===== config.mk =====
export PLATFORM = sky130hd
export DESIGN_NAME = paddle_ctrl
export DESIGN_NICKNAME = d
export VERILOG_FILES = /design/src/rtl/paddle_ctrl.sv
export SDC_FILE = /design/constraint.sdc
export NUM_CORES = 1
export LEC_CHECK = 0
export ABC_AREA = 1
export BUFFER_PORTS_ARGS = -buffer_cell sky130_fd_sc_hd__buf_4
export CAP_MARGIN = 20
export CORE_UTILIZATION = 23
export CTS_BUF_LIST = sky130_fd_sc_hd__clkbuf_16
export CTS_CLUSTER_SIZE = 40
export DETAILED_ROUTE_END_ITERATION = 6
export HOLD_SLACK_MARGIN = 0.15
export MAX_ROUTING_LAYER = met4
export PLACE_DENSITY = 0.45
export SETUP_SLACK_MARGIN = 0.2
export SLEW_MARGIN = 20
export SYNTH_ARGS = -nofsm -noshare
export SYNTH_HDL_FRONTEND = slang
export SYNTH_SLANG_ARGS = --single-unit

===== constraint.sdc =====
create_clock -name clk -period 2.6 [get_ports clk]
set_input_delay 0.52 -clock clk [delete_from_list [all_inputs] [get_ports clk]]
set_output_delay 0.52 -clock clk [all_outputs]
set_load 0.02 [all_outputs]

===== src/rtl/paddle_ctrl.sv =====
// Paddle position controller: synchronised, debounced up/down buttons step the paddle
// once per movement tick, clamped to the active area; also flags pixels inside the paddle.
module paddle_ctrl #(
  parameter int CLKS_PER_MOVE = 500_000,
  parameter int DEBOUNCE_CLKS = 250_000,
  parameter int STEP          = 4,
  parameter int ACTIVE_ROWS   = 480,
  parameter int ACTIVE_COLS   = 640,
  parameter int PADDLE_WIDTH  = 16,
  parameter int PADDLE_HEIGHT = 64,
  parameter int X_POS         = 8
) (
  input  logic                           clk,
  input  logic                           rst,
  input  logic                           btn_up,
  input  logic                           btn_down,
  input  logic [$clog2(ACTIVE_ROWS)-1:0] row,
  input  logic [$clog2(ACTIVE_COLS)-1:0] col,
  output logic [$clog2(ACTIVE_ROWS)-1:0] pos,
  output logic                           paddle_present,
  output logic                           moving
);
  localparam int RW   = $clog2(ACTIVE_ROWS);
  localparam int CW   = $clog2(ACTIVE_COLS);
  localparam int PMAX = ACTIVE_ROWS - PADDLE_HEIGHT;
  localparam int TW   = (CLKS_PER_MOVE > 1) ? $clog2(CLKS_PER_MOVE) : 1;
  localparam int DW   = (DEBOUNCE_CLKS > 1) ? $clog2(DEBOUNCE_CLKS) : 1;

  typedef enum logic [1:0] {IDLE, UP, DOWN} dir_t;

  // bit 0 = up, bit 1 = down
  logic [1:0]    sync1, sync2, db;
  logic [DW-1:0] db_cnt [2];
  logic [TW-1:0] tick_cnt;
  logic          tick;
  dir_t          state, state_next;
  logic [RW-1:0] pos_next;
  logic [RW:0]   pos_sum;

  always_ff @(posedge clk) begin
    if (rst) begin
      sync1     <= '0;
      sync2     <= '0;
      db        <= '0;
      db_cnt[0] <= '0;
      db_cnt[1] <= '0;
    end else begin
      sync1 <= {btn_down, btn_up};
      sync2 <= sync1;
      for (int i = 0; i < 2; i++) begin
        if (sync2[i] == db[i]) begin
          db_cnt[i] <= '0;
        end else if (db_cnt[i] == DW'(DEBOUNCE_CLKS - 1)) begin
          db[i]     <= sync2[i];
          db_cnt[i] <= '0;
        end else begin
          db_cnt[i] <= db_cnt[i] + 1'b1;
        end
      end
    end
  end

  assign tick = (tick_cnt == TW'(CLKS_PER_MOVE - 1));

  always_ff @(posedge clk) begin
    if (rst) begin
      tick_cnt <= '0;
    end else if (tick) begin
      tick_cnt <= '0;
    end else begin
      tick_cnt <= tick_cnt + 1'b1;
    end
  end

  always_comb begin
    state_next = IDLE;
    if (db[0] && !db[1]) begin
      state_next = UP;
    end else if (!db[0] && db[1]) begin
      state_next = DOWN;
    end
  end

  always_ff @(posedge clk) begin
    if (rst) begin
      state <= IDLE;
    end else begin
      state <= state_next;
    end
  end

  // The sum is one bit wider so a step past the bottom cannot wrap.
  assign pos_sum = {1'b0, pos} + (RW+1)'(STEP);

  always_comb begin
    pos_next = pos;
    if (tick) begin
      case (state)
        UP:      pos_next = (pos >= RW'(STEP)) ? pos - RW'(STEP) : '0;
        DOWN:    pos_next = (pos_sum <= (RW+1)'(PMAX)) ? pos_sum[RW-1:0] : RW'(PMAX);
        default: pos_next = pos;
      endcase
    end
  end

  always_ff @(posedge clk) begin
    if (rst) begin
      pos    <= RW'(PMAX / 2);
      moving <= 1'b0;
    end else begin
      pos    <= pos_next;
      moving <= (pos_next != pos);
    end
  end

  assign paddle_present = ({1'b0, row} >= {1'b0, pos}) &&
                          ({1'b0, row} <  {1'b0, pos} + (RW+1)'(PADDLE_HEIGHT)) &&
                          ({1'b0, col} >= (CW+1)'(X_POS)) &&
                          ({1'b0, col} <  (CW+1)'(X_POS + PADDLE_WIDTH));
endmodule


# Word-level counts from Yosys, hierarchy flattened
# Memories as Yosys holds them, arrays and structs flattened.
# Index checks and enable logic that the tools add are counted.
totals:
  reg_bits: 37
  latch_bits: 0
  ramBits: 36
  mem_bits_ro: 0
  input_bits: 23
  out_inout_bits: 11
  wordCells: 85
  memories: 1
mem_list:
  columns: ["name", "words", "width", "rd", "rd_clocked_by_memory_dff", "write_ports", "line", "source"]
  rows:
  - ["db_cnt", 2, 18, 2, 0, 2, "33", "logic [DW-1:0] db_cnt [2];"]
classes:
  addsub: 6
  mul: 0
  div_mod_pow: 0
  n_lt_le_gt_ge: 6
  eq_ne: 8
  shifts: 0
  n_mux: 36
  bitwise: 8
  n_reduce_logical: 11
ops:
  columns: ["op", "n"]
  rows:
  - ["18-bit 2-to-1 mux", 6]
  - ["18-bit by 1-bit adder with 18-bit output (second input constant)", 2]
  - ["18-bit equality test (second input constant)", 2]
  - ["9-bit 2-to-1 mux", 3]
  - ["1-bit 2-to-1 mux", 25]
  - ["19-bit by 1-bit adder with 19-bit output (second input constant)", 1]
  - ["19-bit equality test (second input constant)", 1]
  - ["9-bit one-hot mux with 2 select lines", 1]
  - ["9-bit by 3-bit adder with 10-bit output (second input constant)", 1]
  - ["9-bit by 7-bit adder with 10-bit output (second input constant)", 1]
  - ["10-bit by 4-bit greater-or-equal comparator with 1-bit output (second input constant)", 1]
  - ["10-bit by 9-bit less-or-equal comparator with 1-bit output (second input constant)", 1]
  - ["10-bit by 5-bit < comparator with 1-bit output (second input constant)", 1]
  - ["9-bit by 10-bit < comparator with 1-bit output", 1]
  - ["9-bit by 3-bit greater-or-equal comparator with 1-bit output (second input constant)", 1]
  - ["9-bit greater-or-equal comparator", 1]
  - ["9-bit != test", 1]
  - ["9-bit by 3-bit subtractor with 9-bit output (second input constant)", 1]
  - ["1-bit OR", 6]
  - ["1-bit logical AND", 5]
  - ["2-bit AND reduction", 2]
  - ["2-bit OR reduction", 2]
  - ["1-bit equality test", 2]
  - ["2-bit by 1-bit equality test with 1-bit output (second input constant)", 1]
  - ["4 further kinds", 6]

# Logic depth before layout (Yosys ltp)
# Gate-level depths: netlist of the first run.
# An unclocked memory read counts as a cell.
depth:
  depth_word: 8
  depth_mapped: 15
  depth_no_buf: 15

# Worst setup path before layout of the first run
# OpenSTA, ideal clock, no wires.
synth_path:
  path_kind: "register -> output"
  startpoint: "reg pos[6]"
  endpoint: "out paddle_present"
  arrival_time_ns: 2.018
  required_time_ns: 2.080
  setup_slack_ns: 0.062
  stages_incl_launch_ff: 10
  path_buffers: 0
  cell_sequence: "dfxtp_1 > inv_1 > ha_1 > inv_1 > ha_1 > a21oi_1 > o21ai_0 > a21oi_1 > nand4_1 > nor2_1"
synth_between:
  elab_chain_cells: 5
  word_cells_on_any_way: 6
  cone_classes: "add/sub (1); order compare (2); reduce/logical (3)"
synth_rtl:
  columns: ["item", "line", "source"]
  rows:
  - ["from (decl)", "19", "output logic [$clog2(ACTIVE_ROWS)-1:0] pos,"]
  - ["from (signal assigned)", "108", "pos <= RW'(PMAX / 2);"]
  - ["from (signal assigned)", "111", "pos <= pos_next;"]
  - ["9-bit by 7-bit adder with 10-bit output", "117", "({1'b0, row} < {1'b0, pos} + (RW+1)'(PADDLE_HEIGHT)) &&"]
  - ["9-bit by 10-bit < comparator with 1-bit output", "117", null]
  - ["1-bit logical AND (*)", "116", "assign paddle_present = ({1'b0, row} >= {1'b0, pos}) &&"]
  - ["1-bit logical AND (*)", "117", null]
  - ["1-bit logical AND (*)", "118", "({1'b0, col} >= (CW+1)'(X_POS)) &&"]
  - ["to (decl)", "20", "output logic paddle_present,"]
# Every way passes the cells marked *; elsewhere a longest branch is shown, timed or not.

# Final worst setup path of the first run
layout_path:
  startpoint: "reg pos[7]"
  endpoint: "out paddle_present"
# Same word-level chain as after synthesis.

==> impl_metrics.ini, run 1 <==
[detailed_routing]
wl_met3_um = 246
dr.pass1.iters = 4
wl_met1_um = 5076
drc = 0
vias = 3788
ant_nets = 0
routed.top_layer = met4
dr_wl_met2_um = 4264
drt_iter0_markers = 209
via_per_inst = 4.195
wire_per_inst_um = 10.80
routed_wl_um = 9756

[clock_network]
clock-sinks = 73
clk_pin_slew_ns = 0.06
cts_buffers = 9
h-tree-depth = 3
clk_path_buf_depth = 2
insertion_delay_ns = 0.33
ctsHoldBuffers = 0
root_buffer = clkbuf_16
cts_tree = built

[synth]
synth_flop_cell = dfxtp_1
synth-seq-area-share_pct = 41.28
synthCells = 577
ys_ff_latch = 73
synthArstFlopShare_pct = 0
synthesis.area_um2 = 4413
ys_types = 37
syn_area_per_cell_um2 = 7.648
synth_edf_count = 36
ys_warn_count = 0

[final_layout]
layout_commonest_cell = nand2_1
fillerInstances = 2023
drive_gt1_share_pct = 15.84
area_growth_pct = 25.74
utilization_pct = 29.57
final_nets = 711
final_cell_mix = 112 x nand2_1, 85 x nor2_1, 71 x inv_1, 46 x buf_4, 40 x nand3_1
n_antenna_cell = 0
ff_latch_area_um2 = 1831
multiInputGateArea_um2 = 2485

[sta]
worst_slew_pin_slew_ns = 0.6209
slew_headroom_pct = 58.51
setup_viol = 0
grt_setup_unrepaired = true
worst_slack_ns = 0.1109
tns_ns = 0
slew_viol_final = 0
skew_ns = 0.008476
finalCriticalPeriod_ns = 2.489
timing.final.crit_share_pct = 95.73
hold_violations = 0
fmax_mhz = 401.8

[min_path]
min_to = sync2[1]$_SDFF_PP0_
hold_depth = 2
hold_path_class = reg2reg
min_from = sync1[1]$_SDFF_PP0_

[pwr]
totalPowerFinal_mw = 2.616
p_int_mw = 2.027
p_sw_share_pct = 22.53
cellPowerDensity_nw_per_um2 = 471.5
p_comb_share_pct = 5.0
p_clk_share_pct = 46.7
switchingPower_mw = 0.5893
vdd.ir_drop.worst_v = 0.0002800
power.leakage_nw = 2.258
power_frac_seq_pct = 48.3

[global_routing]
antenna_found_initial = 0
grt_pass1_wl_um = 17040
grt_overflow_total = 0
grt_pass1_vias = 3670
grt_max_degree = 17
grt_use_total_pct = 11.02

[floorplan]
die_x_um = 140.5
start_util_pct = 23.51
fp-row-count = 50
io_pins = 34
die_h_um = 140.5
dieArea_um2 = 19740
core_area_um2 = 18770

[worst_setup_path]
start_kind = flop
ff2ff_setup_slack_ns = 0.56
path_class = reg2out
rr_startpoint = db_cnt[0][0]$_SDFFCE_PN0P_
crit_fanout = 6
r2r_end = db_cnt[0][16]$_SDFFCE_PN0P_
cp.required_ns = 2.08
r2r.worst_path.cells = 12
worstPathArrival_ns = 1.97
end_kind = output port

[place]
dpl.hpwl_um = 7377
pre_cts_slack_ns = 0.1900
port_buffers = 30
finalWeightedCongestion = 0.8062

[run_status]
status = complete, no violations

[job]
maxCapViolCount = 0
[stage by stage]
stage	instances	hold slack (ns)	instance area [µm²]
2_1_floorplan	612	0.3883	4549
3_3_place_gp	882	0.3926	5124
3_5_place_dp	882	0.3956	5124
4_1_cts	903	0.4039	5532
5_1_grt	903	0.4265	5549
6_report	903	0.3983	5549
[how the worst max path moves through the flow]
stage | startpoint | cells past startpoint | end
3_3_place_gp | row[1] | 12 | paddle_present
4_1_cts | pos[7]$_SDFF_PP1_ | 10 | paddle_present
6_report | pos[7]$_SDFF_PP1_ | 10 | paddle_present
5_1_grt | pos[7]$_SDFF_PP1_ | 10 | paddle_present
2_1_floorplan | pos[6]$_SDFF_PP1_ | 9 | paddle_present
3_5_place_dp | row[1] | 12 | paddle_present
[worst max-delay path, stage by stage, from the launching register on]
cell     delay [ns]
dfxtp_4        0.40
inv_4          0.05
ha_4           0.26
inv_2          0.04
ha_4           0.21
a21oi_2        0.11
o21ai_1        0.08
a21oi_1        0.14
nand4_1        0.11
nor2_2         0.13
buf_6          0.12
[layout make-up]
| cell class | count | area share (%) |
|---|---|---|
| clock inverter | 7 | 1.127 |
| multi-input combinational | 455 | 44.78 |
| timing repair buffer | 47 | 6.426 |
| sequential | 73 | 32.99 |
| tap | 234 | 5.276 |
| clock buffer | 9 | 4.059 |
| inverter | 78 | 5.344 |
[state kept, by name (all words and copies together), names as in the netlist]
signal	cells
moving	1
sync1	2
sync2	2
tick_cnt	19
state	2
db_cnt	36
pos	9
db	2
[what timing repair did]
item,4_1_cts,5_1_grt
endpoints found under the setup margin,1,1
buffers inserted,5,0
pin swaps,10,6
cloned,0,0
resized for setup,21,5
[logic make-up after synthesis]
| logic type | after synthesis | synth area share (%) |
|---|---|---|
| AO/OA/AOI/OAI | 57 | 7.230 |
| XOR/XNOR | 20 | 3.969 |
| adder cells (fa/ha/maj) | 24 | 6.805 |
| buffers and inverters | 84 | 7.428 |
| flip-flops | 73 | 41.28 |
| other | 1 | 0.08498 |
| AND/OR/NAND/NOR | 318 | 33.20 |
[metal layers]
layer,global-route usage (%),vias up
li1,-,2059
met1,14.12,1670
met2,17.32,46
met3,1.846,13
met4,4.291,0
met5,-,-
[power by group through the flow]
stage | registers, mW | logic (mW) | clock network (mW)
final | 1.26 | 0.131 | 1.22
after global routing | 1.27 | 0.153 | 1.31
after CTS | 1.26 | 0.130 | 1.26
after detailed placement | 1.29 | 0.121 | 0
after global placement | 1.29 | 0.121 | 0
after floorplan | 1.28 | 0.0773 | 0
[cell usage after synthesis (2+ instances only)]
cell type	count	area (µm²)
a21oi_1	28	140.1
clkbuf_1	2	7.510
nand2_1	112	420.4
nand3b_1	3	22.52
nand4_1	16	100.1
nand3_1	40	200.2
ha_1	24	300.3
xor2_1	13	113.9
nor4_1	8	50.05
nand2_2	7	43.79
o21a_1	2	15.01
buf_2	3	15.01
nor2_1	88	330.3
nor2_2	5	31.28
a211oi_1	2	15.01
xnor2_1	7	61.31
o21ai_0	15	75.07
edfxtp_1	36	1081
nor3_1	20	100.1
or2_2	2	12.51
inv_1	75	281.5
nor3b_1	8	60.06
nor3_2	6	60.06
o21bai_1	2	15.01
a221oi_1	2	17.52
dfxtp_1	37	740.7
a31oi_1	4	25.02
Power figures use the tool's default switching activity.
==> run 2, diff against run 1 <==
- PLACE_DENSITY: 0.45 -> 0.46
- clock period: 2.6 -> 2 ns (I/O delays scaled with it)
==> run 2 against run 1 <==
Net effect:
- the run now ends with negative setup slack left
- total power grew 40%
- cell count up 6.5%
- clock-buffer cell count is the same
- register-to-register slack lost 0.43 ns
==> impl_metrics.ini, run 2 (same netlist as run 1, synthesis figures left out) <==
[final_layout]
largest_register_ffs = 36
final_nets = 770
ff_latch_area_um2 = 1841
multiInputGateArea_um2 = 2937
n_antenna_cell = 0
stdcell_count = 962
final_cell_mix = 95 x nand2_1, 90 x buf_4, 68 x nor2_1, 62 x inv_1
utilization_pct = 35.13
area_growth_pct = 49.42
drive_gt1_share_pct = 34.89
largestRegisters = db_cnt (36), tick_cnt (19), pos (9)
fillerInstances = 1993
layout_commonest_cell = nand2_1
top_register = db_cnt

[floorplan]
die_h_um = 140.5
io_pins = 34
start_util_pct = 23.51
fp-row-count = 50
die_x_um = 140.5
core_area_um2 = 18770
dieArea_um2 = 19740

[sta]
skew_ns = 0.01061
worst_slack_ns = -0.3532
hold_violations = 0
grt_setup_unrepaired = true
fmax_mhz = 425.0
slew_viol_final = 0
finalCriticalPeriod_ns = 2.353
timing.final.crit_share_pct = 117.7
tns_ns = -0.3532
setup_viol = 1

[place]
port_buffers = 30
finalWeightedCongestion = 0.8400
dpl.hpwl_um = 7627
placedCellCount = 909

[job]
maxCapViolCount = 0

[pwr]
p_sw_share_pct = 22.74
p_comb_share_pct = 6.2
vdd.ir_drop.worst_v = 0.0004068
cellPowerDensity_nw_per_um2 = 553.9
power.leakage_nw = 2.714
power_frac_seq_pct = 45.1
switchingPower_mw = 0.8303
p_clk_share_pct = 48.6
totalPowerFinal_mw = 3.652
p_int_mw = 2.822

[detailed_routing]
via_per_inst = 4.258
vias = 4096
wl_met3_um = 257
drc = 0
dr_wl_met2_um = 5135
wl_met1_um = 5238
wire_per_inst_um = 11.27
drt_iter0_markers = 216
routed_wl_um = 10840
ant_nets = 0
routed.top_layer = met4
dr.pass1.iters = 4

[global_routing]
grt_use_total_pct = 11.25
grt_pass1_vias = 3801
antenna_found_initial = 0
grt_overflow_total = 0
grt_max_degree = 19
grt_pass1_wl_um = 17460

[clock_network]
clk_path_buf_depth = 2
clock-sinks = 73
ctsHoldBuffers = 0
cts_buffers = 9
cts_tree = built
root_buffer = clkbuf_16
h-tree-depth = 3
insertion_delay_ns = 0.33
clk_pin_slew_ns = 0.07

[worst_setup_path]
critPathBufInv = 2
r2r.worst_path.cells = 15
cp_cell_sequence = inv_2 -> ha_1 -> a21oi_2 -> o21a_1 -> o21ai_0 -> o21bai_1 -> nand2_1 -> a21oi_2 -> nor2_4 -> buf_6
cp.required_ns = 1.60
crit_fanout = 2
path_class = reg2out
end_kind = output port
cp_slowest_cell = dfxtp_2
worst-path-stages = 10
slowest_delay_ns = 0.34
cpMostUsedCell = a21oi_2
worstPathArrival_ns = 1.95
cpLargestDelayFamily = compound AO/OA/AOI/OAI gates
start_kind = flop

[min_path]
hold_depth = 3
hold_path_class = in2reg

[run_status]
violations = negative setup slack
status = complete, but fails checks
run 2: cell count changes in the layout (fill, tap and decap cells not counted), sizes merged:
cell | before | now
clkbuf | 9 | 11
buf | 47 | 104
bufinv | 1 | 2
inv | 77 | 78
clkinvlp | 2 | 0
run 2: final cells by class:
| cell class | count | area share, % |
|---|---|---|
| clock buffers | 9 | 3.416 |
| clock inverters | 7 | 1.556 |
| inverters | 78 | 4.611 |
| multi-input cells | 455 | 44.54 |
| flip-flops and latches | 73 | 27.91 |
| well taps | 234 | 4.440 |
| repair buffers | 106 | 13.53 |
run 2: final timing paths:
path / startpoint / to / slack [ns]
hold reg to reg: sync1[1]$_SDFF_PP0_ / sync2[1]$_SDFF_PP0_ / 0.40
hold / removal: btn_down / sync1[1]$_SDFF_PP0_ / 0.30
setup reg to reg: pos[3]$_SDFF_PP0_ / moving$_SDFF_PP0_ / 0.13
setup / recovery: pos[3]$_SDFF_PP0_ / paddle_present / -0.35
run 2: power by group through the flow:
| stage | sequential [mW] | combinational (mW) | clock (mW) |
|---|---|---|---|
| finish | 1.65 | 0.228 | 1.78 |
| global placement | 1.67 | 0.178 | 0 |
| detailed placement | 1.67 | 0.179 | 0 |
| CTS | 1.64 | 0.192 | 1.83 |
| global route | 1.65 | 0.257 | 1.88 |
| floorplan | 1.66 | 0.105 | 0 |
run 2: what timing repair did:
item	in CTS	in global routing
gates resized for setup	49	93
pin swaps	27	51
hold endpoints to repair	0	0
buffers inserted	11	24
setup endpoints to repair	25	56
cloned	0	2
run 2: per-layer routing:
layer  up-vias  GRT usage (%)
met5         -              -
met4         0          4.748
met3        13          1.675
met2        51          17.95
met1      1850          14.18
li1       2182              -
run 2: tightest hold or removal path: stages:
cell and delay (ns):
buf_4 0.09, inv_1 0.03, nor2_1 0.07
run 2: per-stage QoR:
| stage | cell area [µm²] | hold slack [ns] | setup slack, ns |
|---|---|---|---|
| 2_1_floorplan | 4604 | 0.3883 | 0.01632 |
| 3_3_place_gp | 5394 | 0.3897 | -0.1846 |
| 3_5_place_dp | 5394 | 0.4022 | -0.1678 |
| 4_1_cts | 5993 | 0.2941 | -0.3841 |
| 5_1_grt | 6594 | 0.3140 | -0.5026 |
| 6_report | 6594 | 0.2984 | -0.3532 |
==> run 3, diff against run 2 <==
- GPL_TIMING_DRIVEN: unset -> 0
==> run 3 against run 2 <==
Net effect:
- the flow still finishes with violations (negative setup slack)
- first-iteration DRC count decreased by 12%
- non-clock buffer count down 8
- flip-flop and latch count did not move
- wire length is 2.1% higher
- largest power group unchanged
- worst setup slack lost 0.0081 ns
- die area stayed put
- sequential power is essentially flat
- worst hold slack worse by 0.024 ns
==> impl_metrics.ini, run 3 (same netlist as run 1, synthesis figures left out) <==
[clock_network]
clk_path_buf_depth = 2
cts_buffers = 9
clk_pin_slew_ns = 0.06
clock-sinks = 73
cts_tree = built
h-tree-depth = 3
ctsHoldBuffers = 0
root_buffer = clkbuf_16
insertion_delay_ns = 0.33

[run_status]
violations = negative setup slack
status = complete, but fails checks

[global_routing]
grt_overflow_total = 0
grt_max_degree = 13
grt_pass1_vias = 3783
grt_pass1_wl_um = 17350
grt_use_total_pct = 11.25
antenna_found_initial = 0

[sta]
hold_violations = 0
worst_slack_ns = -0.3613
finalCriticalPeriod_ns = 2.361
skew_ns = 0.009710
timing.final.crit_share_pct = 118.1
fmax_mhz = 423.5
setup_viol = 1
hold_slack_ns = 0.2748
worst_slew_pin_slew_ns = 0.5329
grt_setup_unrepaired = true
slew_viol_final = 0
slew_headroom_pct = 64.47

[worst_setup_path]
crit_fanout = 4
cpLargestDelayFamily = adder cells
end_kind = output port
worstPathArrival_ns = 1.96
cp.required_ns = 1.60
path_class = reg2out
cp_cell_sequence = inv_6 -> ha_4 -> inv_2 -> ha_4 -> a21oi_2 -> o21ai_1 -> a21oi_1 -> nand4_1 -> nor2_4 -> buf_6
start_kind = flop
slowest_delay_ns = 0.40
cp_slowest_cell = dfxtp_4
critPathBufInv = 3
cpMostUsedCell = ha_4

[floorplan]
core_area_um2 = 18770
die_x_um = 140.5
dieArea_um2 = 19740
die_h_um = 140.5
start_util_pct = 23.51
io_pins = 34
fp-row-count = 50

[place]
port_buffers = 30
finalWeightedCongestion = 0.8165
pre_cts_slack_ns = -0.2571
dpl.hpwl_um = 7472

[final_layout]
area_growth_pct = 53.50
n_antenna_cell = 0
largest_register_ffs = 36
layout_commonest_cell = nand2_1
final_nets = 762
utilization_pct = 36.09
drive_gt1_share_pct = 37.36
final_cell_mix = 96 x nand2_1, 75 x buf_4, 64 x inv_1, 56 x nor2_1
top_register = db_cnt
largestRegisters = db_cnt (36), tick_cnt (19), pos (9)

[job]
maxCapViolCount = 0

[detailed_routing]
ant_nets = 0
via_per_inst = 4.287
drc = 0
drt_iter0_markers = 191
wire_per_inst_um = 11.60
routed_wl_um = 11070
vias = 4090
dr.pass1.iters = 6

[min_path]
hold_path_class = in2reg

[pwr]
totalPowerFinal_mw = 3.597
power.leakage_nw = 2.731
vdd.ir_drop.worst_v = 0.0003535
cellPowerDensity_nw_per_um2 = 531.0
==> run 3: changes by cell type in the layout (fill, tap and decap cells not counted), moves of 4 or more <==
cell	change
a21oi_1	-8
a21oi_2	+6
buf_4	-15
nand2_2	-6
nand2_4	+5
nand3_1	-4
nand3_2	+6
nor2_1	-12
nor2_4	+13
nor3_1	-5
nor3_4	+4
==> run 3: power breakdown <==
group / internal [mW] / total (mW) / switching [mW]
Sequential: 1.60 / 1.65 / 0.0466
Combinational: 0.104 / 0.236 / 0.133
Clock: 1.08 / 1.71 / 0.630
==> run 3: what timing repair did <==
action | CTS | global route
setup endpoints to repair | 48 | 55
resized for setup | 89 | 122
pin swaps | 39 | 50
buffers inserted | 34 | 26
gates cloned | 0 | 2
==> run 3: cell type report <==
class                           count  area (µm²)
Fill cell                        1924       11990
Multi-Input combinational cell    455        3141
Sequential cell                    73        1851
Timing Repair Buffer               92       790.8
Inverter                           78       322.8
Tap cell                          234       292.8
Clock buffer                        9       225.2
Clock inverter                      7       87.58
Buffer                              6       63.81
==> run 3: through the flow <==
step | setup TNS, ns | std cells | instance area (µm²)
2_1_floorplan | 0 | 612 | 4604
3_3_place_gp | -3.766 | 876 | 5122
3_5_place_dp | -4.018 | 876 | 5122
4_1_cts | -0.4051 | 926 | 6035
5_1_grt | -0.7668 | 954 | 6774
6_report | -0.3613 | 954 | 6774
==> run 3: final timing paths <==
path / from / to / slack [ns] / cells past startpoint
worst max-delay path: pos[6]$_SDFF_PP1_ / paddle_present / -0.36 / 10
worst max register to register: db_cnt[0][13]$_SDFFCE_PN0P_ / db_cnt[0][9]$_SDFFCE_PN0P_ / 0.06 / 6
worst min register to register: sync1[1]$_SDFF_PP0_ / sync2[1]$_SDFF_PP0_ / 0.40 / 2
worst min-delay path: rst / pos[8]$_SDFF_PP0_ / 0.27 / 2
==> run 3: per-layer routing <==
layer,track usage [%],up-vias,wire (µm)
met5,-,-,0
met4,4.119,0,137
met3,1.983,10,284
met2,18.32,43,5365
met1,13.93,1880,5283
li1,-,2157,-
